==> config.mk <==
export PLATFORM = sky130hd
export DESIGN_NAME = tru4bit_serial
export DESIGN_NICKNAME = d
export VERILOG_FILES = /design/src/rtl/tru4bit_serial_pkg.sv /design/src/rtl/tru4bit_serial_full_subtractor.sv /design/src/rtl/tru4bit_serial.sv
export SDC_FILE = /design/constraint.sdc
export NUM_CORES = 1
export LEC_CHECK = 0
export ABC_CLOCK_PERIOD_IN_PS = 1500
export CORE_UTILIZATION = 30
export CTS_CLUSTER_DIAMETER = 50
export CTS_CLUSTER_SIZE = 28
export DETAILED_ROUTE_END_ITERATION = 10
export GPL_ROUTABILITY_DRIVEN = 0
export SLEW_MARGIN = 20
export SYNTH_ARGS = -nofsm -noshare
export SYNTH_HDL_FRONTEND = slang
export SYNTH_HIERARCHICAL = 1
export SYNTH_SLANG_ARGS = --single-unit
==> constraint.sdc <==
create_clock -name clk -period 1.5 [get_ports clk]
set_input_delay 0.15 -clock clk [delete_from_list [all_inputs] [get_ports clk]]
set_output_delay 0.15 -clock clk [all_outputs]
set_load 0.005 [all_outputs]
==> src/rtl/tru4bit_serial_pkg.sv <==
`default_nettype none
// ============================================================================
// Module : tru4bit_serial_pkg
// Brief  : Shared definitions for the bit-serial subtractor (tru_defs):
//          FSM state encoding and the iteration-counter width helper.
// Rev    : 1.0  initial release
// ============================================================================
package tru4bit_serial_pkg;

  // Controller states; the encoding is fixed so other blocks can decode it.
  typedef enum logic [1:0] {
    IDLE  = 2'd0,
    SHIFT = 2'd1,
    DONE  = 2'd2
  } state_t;

  // Counter must be able to hold WIDTH itself (the value after the last bit).
  function automatic int cnt_width(input int width);
    return $clog2(width + 1);
  endfunction

endpackage
`default_nettype wire

==> src/rtl/tru4bit_serial_full_subtractor.sv <==
`default_nettype none
// ============================================================================
// Module : full_subtractor
// Brief  : 1-bit combinational full subtractor, d = a - b - bin.
// Rev    : 1.0  initial release
// ============================================================================
module full_subtractor (
  input  logic a,
  input  logic b,
  input  logic bin,
  output logic d,
  output logic bout
);

  // Difference bit and borrow-out (borrow when a < b + bin).
  assign d    = a ^ b ^ bin;
  assign bout = (~a & b) | (~(a ^ b) & bin);

endmodule
`default_nettype wire

==> src/rtl/tru4bit_serial.sv <==
`default_nettype none
// ============================================================================
// Module : tru4bit_serial
// Brief  : Bit-serial WIDTH-bit subtractor, Diff = A - B - Bin, LSB first,
//          one bit per clock with a start/busy/done handshake. Results stay
//          registered until the next operation completes.
// Rev    : 1.0  initial release
// ============================================================================
module tru4bit_serial
  import tru4bit_serial_pkg::*;
#(
  parameter int WIDTH = 4
) (
  input  logic             clk,
  input  logic             rst,
  input  logic             start,
  input  logic [WIDTH-1:0] A,
  input  logic [WIDTH-1:0] B,
  input  logic             Bin,
  output logic             busy,
  output logic             done,
  output logic [WIDTH-1:0] Diff,
  output logic             Bout,
  output logic             Ovf
);

  localparam int            CW     = cnt_width(WIDTH);
  localparam logic [CW-1:0] C_LAST = CW'(WIDTH - 1);

  state_t r_state;
  state_t w_next_state;

  logic [WIDTH-1:0] r_a_sr;
  logic [WIDTH-1:0] r_b_sr;
  // Only WIDTH-1 bits are kept: the final bit goes straight into Diff, so the
  // oldest slot would never hold anything useful.
  logic [WIDTH-2:0] r_res_sr;
  logic             r_borrow;
  logic [CW-1:0]    r_count;

  logic             w_d;
  logic             w_bout;
  logic             w_accept;
  logic             w_last;
  logic [WIDTH-1:0] w_res_full;

  // Operands are only captured from IDLE or DONE; start during SHIFT is ignored.
  assign w_accept   = start && ((r_state == IDLE) || (r_state == DONE));
  assign w_last     = (r_count == C_LAST);
  assign w_res_full = {w_d, r_res_sr};

  full_subtractor u_fsub (
    .a    (r_a_sr[0]),
    .b    (r_b_sr[0]),
    .bin  (r_borrow),
    .d    (w_d),
    .bout (w_bout)
  );

  // State register.
  always_ff @(posedge clk) begin
    if (rst) r_state <= IDLE;
    else     r_state <= w_next_state;
  end

  // Next-state decode.
  always_comb begin
    w_next_state = r_state;
    case (r_state)
      IDLE:    if (start) w_next_state = SHIFT;
      SHIFT:   if (w_last) w_next_state = DONE;
      DONE:    w_next_state = start ? SHIFT : IDLE;
      default: w_next_state = IDLE;
    endcase
  end

  // Serial datapath; result registers load on the edge that enters DONE.
  always_ff @(posedge clk) begin
    if (rst) begin
      r_a_sr   <= '0;
      r_b_sr   <= '0;
      r_res_sr <= '0;
      r_borrow <= 1'b0;
      r_count  <= '0;
      Diff     <= '0;
      Bout     <= 1'b0;
      Ovf      <= 1'b0;
    end else if (w_accept) begin
      r_a_sr   <= A;
      r_b_sr   <= B;
      r_borrow <= Bin;
      r_count  <= '0;
    end else if (r_state == SHIFT) begin
      r_a_sr   <= r_a_sr >> 1;
      r_b_sr   <= r_b_sr >> 1;
      r_res_sr <= w_res_full[WIDTH-1:1];
      r_borrow <= w_bout;
      r_count  <= r_count + CW'(1);
      if (w_last) begin
        Diff <= w_res_full;
        Bout <= w_bout;
        // Signed overflow: borrow into the MSB differs from borrow out of it.
        Ovf  <= r_borrow ^ w_bout;
      end
    end
  end

  assign busy = (r_state == SHIFT);
  assign done = (r_state == DONE);

endmodule
`default_nettype wire

# After elaboration in Yosys (flattened, before gate mapping)
# Cells that the tools add are included.
word_totals:
  register_bits: 23
  inputBits: 12
  output_inout_bits: 8
  elab_cells: 42
op_classes:
  add_sub_neg: 1
  eq_ne: 5
  mux: 10
  bitwise: 9
  reduce_logical: 8
ops:
  columns: ["op", "count"]
  rows:
  - ["two-way mux 4 bit", 4]
  - ["one-hot mux 2 bit (3 select lines)", 1]
  - ["two-way mux 2 bit", 2]
  - ["AND reduction 2 bit", 2]
  - ["adder 3 x 1 -> 3 bit (second input constant)", 1]
  - ["== test 3 x 2 -> 1 bit (second input constant)", 1]
  - ["two-way mux 1 bit", 3]
  - ["NOT 1 bit", 3]
  - ["AND reduction 3 bit", 1]
  - ["bitwise XOR 1 bit", 3]
  - ["AND 1 bit", 2]
  - ["== test 2 x 1 -> 1 bit (second input constant)", 1]
  - ["== test 2 bit (second input constant)", 1]
  - ["zero test 2 bit", 1]
  - ["!= test 2 x 1 -> 1 bit (second input constant)", 1]
  - ["!= test 2 bit (second input constant)", 1]
  - ["nonzero test 2 bit", 1]
  - ["OR reduction 2 bit", 1]
  - ["logical AND 1 bit", 1]
  - ["logical OR 1 bit", 1]
  - ["bitwise OR 1 bit", 1]

# Logic depth before layout (Yosys ltp)
logic_depth:
  depth_word: 6
  ltp_mapped: 6
  depth_no_buf: 6

# Modules after synthesis
# The synthesis kept the hierarchy.
modules_own_cells:
  columns: ["mod", "instances", "cells_each", "area_per_inst_um2", "seq_area_each_um2"]
  rows:
  - ["tru4bit_serial", 1, 104, 933.4, 460.4]
  - ["full_subtractor", 1, 4, 31.3, 0.0]

# Worst setup path after synthesis
# Ideal clock, no wire load.
synth_timing:
  kind: "reg2reg"
  from: "register r_count[0]"
  to: "register Bout"
  setup_time_ns: 0.133
  arrival_ns: 1.172
  setup_slack_ns: 0.196
  stages_incl_launch_ff: 7
  n_path_buf: 1
  path_cell_list: "dfxtp_1 > ha_1 > ha_1 > clkbuf_1 > nand3b_1 > nand2_1 > a21oi_1"
synth_between:
  elab_chain_cells: 2
synth_rtl:
  columns: ["element", "line", "text"]
  rows:
  - ["start: declaration", "tru4bit_serial.sv:39", "logic [CW-1:0] r_count;"]
  - ["start signal: assignment", "tru4bit_serial.sv:98", "r_count <= r_count + CW'(1);"]
  - ["== test 3 x 2 -> 1 bit", "tru4bit_serial.sv:49", "assign w_last = (r_count == C_LAST);"]
  - ["AND reduction 3 bit (no source line)", null, null]
  - ["end signal: assignment", "tru4bit_serial.sv:101", "Bout <= w_bout;"]
  - ["end: declaration", "tru4bit_serial.sv:23", "output logic Bout,"]
# No other way between the ends.
# A chain may end at the register's enable or synchronous reset.

# Final worst setup path
layout_timing:
  from: "register r_state[0]"
  to: "output done"
layout_between:
  elab_chain_cells: 1
layout_rtl:
  columns: ["element", "line", "text"]
  rows:
  - ["start: declaration", "tru4bit_serial.sv:30", "state_t r_state;"]
  - ["start signal: assignment", "tru4bit_serial.sv:63", "else r_state <= w_next_state;"]
  - ["== test 2 bit", "tru4bit_serial.sv:109", "assign done = (r_state == DONE);"]
  - ["end: declaration", "tru4bit_serial.sv:21", "output logic done,"]
# No other way between the ends.

==> impl_metrics.ini <==
[status]
status = finished clean

[critical_path]
cp.required_ns = 1.35
r2r-end = Ovf
crit_family = buffers and inverters
worstSetupPathType = register to primary output
cpPeakStageDelay_ns = 0.50
crit_path_end_kind = primary output
r2r_cells = 6
crit_start = r_state[0]
crit_path_end = done
r2r_start = r_borrow
path_buf_inv = 1
worst-path-stages = 2
reg2reg_slack_ns = 0.14
slowest_stage = clkdlybuf4s50_1
critPathLaunchType = register
critPathArrivalTime_ns = 1.27
crit_chain = nor2b_1 -> clkdlybuf4s50_1
worstPathMaxFanout = 5

[logic_synthesis]
ys_types = 28
synth_cells = 108
synth_top_cell_by_area = dfxtp_1
syn_nets = 123
synthesis.area_um2 = 965
avgSynthCellArea_um2 = 8.93
yosys-top-cells-area = dfxtp_1, nand2_1, a21oi_1
yosysWarnings = 6
yosysSeqAreaShare = 0.477
synth-edff-count = 0
ys_ff_latch = 23
yosys.area.top_type_share = 0.477
synth_ff_type = dfxtp_1
async_flop_share = 0

[final_layout]
n_antenna_cell = 0
area_delta_synth_final_pct = 27.9
fin_nets = 145
final_area_mm2 = 0.00123
final_util = 0.404
drive_above_1_share = 0.132
final_cells = 173

[timing]
tightestPinTransition_ns = 0.402
fin_skew_ns = 0.00285
fin_tns_setup_ns = 0
fin_ws_ns = 0.0845
max_freq_ghz = 0.706
finalCritPeriodShare = 0.944
period_minus_slack_ns = 1.42
slew-limit-headroom = 0.732
hold_ws_ns = 0.429
drv_slew = 0
rsz0062_at_grt = false
setup_violations = 0
hold_viol = 0

[detailed_routing]
drtIter0Drc = 26
drc = 0
post_drt_wl_per_cell_um = 11.0
avgViaCountPerCell = 4.57
firstDrtPassIters = 4
postRouteAntennaNets = 0
drt_wl_total_mm = 1.90
vias = 790

[flow_run]
drv_cap = 0

[floorplanning]
die_h_um = 58.7
core_mm2 = 0.00305
num_rows = 20
die_x_um = 58.7
ioPinCount = 20
die_area_mm2 = 0.00345
start_util = 0.316

[pwr]
seqPwrFrac = 0.590
power_frac_clock = 0.249
pwr_density_cell_mw_per_mm2 = 910
p_sw_frac = 0.261
p_switching_uw = 294
p_int_uw = 830
p_total_mw = 1.12
ir_worst_vdd_uv = 262
p_comb_frac = 0.161
power.leakage_nw = 0.446

[clock_network]
cts_buffers = 3
clkSinkCount = 23
hold_buffers = 0
h-tree-depth = 1
insertion_delay_ns = 0.30
clk_pin_slew_worst_paths_ns = 0.13
cts_root_buf = clkbuf_4
cts_max_path_buffers = 2
cts_tree = done

[hold_path]
hold_class = primary input to register
hold-path-cell-count = 3

[global_routing]
grt_pass1_vias = 721
met3_usage = 0.0198
grt_most_used_layer = met2
gr-usage-met1 = 0.152
grt_use_total = 0.121
grtUsageMet2 = 0.205
antenna_found_initial = 0
grt_overflow = 0
grt_pass1_wl_mm = 3.19
grt_max_degree = 24

[placed_design]
hpwl_mm = 1.37
pre_cts_ws_ns = 0.157
dpl.cell_count = 169
placedInstanceArea_mm2 = 0.00120
io_buffers = 19
==> final cells by class <==
cell class	count	area, um2
fill	319	1820
clock inverter	1	5.00
sequential	23	463
timing repair buffer	25	234
inverter	5	20.0
clock buffer	3	22.5
tap	44	55.1
multi-input combinational	72	434
==> per-layer routing <==
metal	wire (um)	up-vias
li1	-	412
met1	888	362
met2	918	14
met3	71	2
met4	21	0
met5	0	-
==> flip-flops by register name, summed over array words and instances, names as in the netlist <==
signal / cells
Bout: 1
Diff: 4
Ovf: 1
r_a_sr: 4
r_b_sr: 4
r_borrow: 1
r_count: 3
r_res_sr: 3
r_state: 2
==> tightest hold or removal path, cell delays in order <==
cell             delay [ns]
clkdlybuf4s50_1        0.40
nor2_1                 0.10
a311oi_1               0.05
==> cells by family (layout without fill, tap and decap cells) <==
family / Yosys count / count (layout) / synth area share
compound gates: 20 / 20 / 0.140
xor+xnor: 2 / 2 / 0.0182
fa+ha+maj: 3 / 3 / 0.0467
buf+inv: 13 / 34 / 0.0726
flops: 23 / 23 / 0.477
mux: 3 / 3 / 0.0311
simple gates: 44 / 44 / 0.214
==> worst min path at each step <==
| stage | slack, ns | to | startpoint |
|---|---|---|---|
| 4_1_cts | 0.43 | r_a_sr[2] | A[2] |
| 5_1_grt | 0.43 | r_a_sr[2] | A[2] |
| 6_report | 0.43 | r_a_sr[2] | A[2] |
| 2_1_floorplan | 0.22 | r_b_sr[2] | rst |
| 3_3_place_gp | 0.45 | Diff[1] | Diff[1] |
| 3_5_place_dp | 0.45 | Diff[3] | Diff[3] |
==> power groups by stage <==
stage / clock [mW] / combinational, mW / sequential (mW)
floorplan: 0 / 0.126 / 0.670
global route: 0.316 / 0.203 / 0.668
detailed placement: 0 / 0.183 / 0.676
finish: 0.280 / 0.181 / 0.662
global placement: 0 / 0.180 / 0.673
CTS: 0.293 / 0.184 / 0.662
==> cell usage in the layout (no fill, tap or decap), types with 2 or more instances in the layout <==
cell	n
a21oi_1	11
a22oi_1	2
buf_4	6
clkbuf_4	3
clkdlybuf4s50_1	18
clkinv_2	2
dfxtp_1	21
dfxtp_2	2
ha_1	2
inv_1	4
mux2i_1	3
nand2_1	15
nand3_1	8
nor2_1	5
nor2b_1	2
nor3_1	10
o22ai_1	3
==> what timing repair did <==
| action | CTS | global route |
|---|---|---|
| setup endpoints to repair | 1 | 1 |
| setup buffers | 0 | 0 |
| gates resized for setup | 2 | 1 |
==> synthesized netlist by cell type (all sizes together), types with 2 or more instances <==
cell type  number
nand2b          2
nand2          16
buf             5
mux2i           3
a22oi           2
inv             4
nand3           8
nor3           10
dfxtp          23
o22ai           3
clkbuf          3
ha              2
nor2b           2
nor2            5
a21oi          11
a311oi          2
No activity file was read; power rests on OpenSTA's default activity.
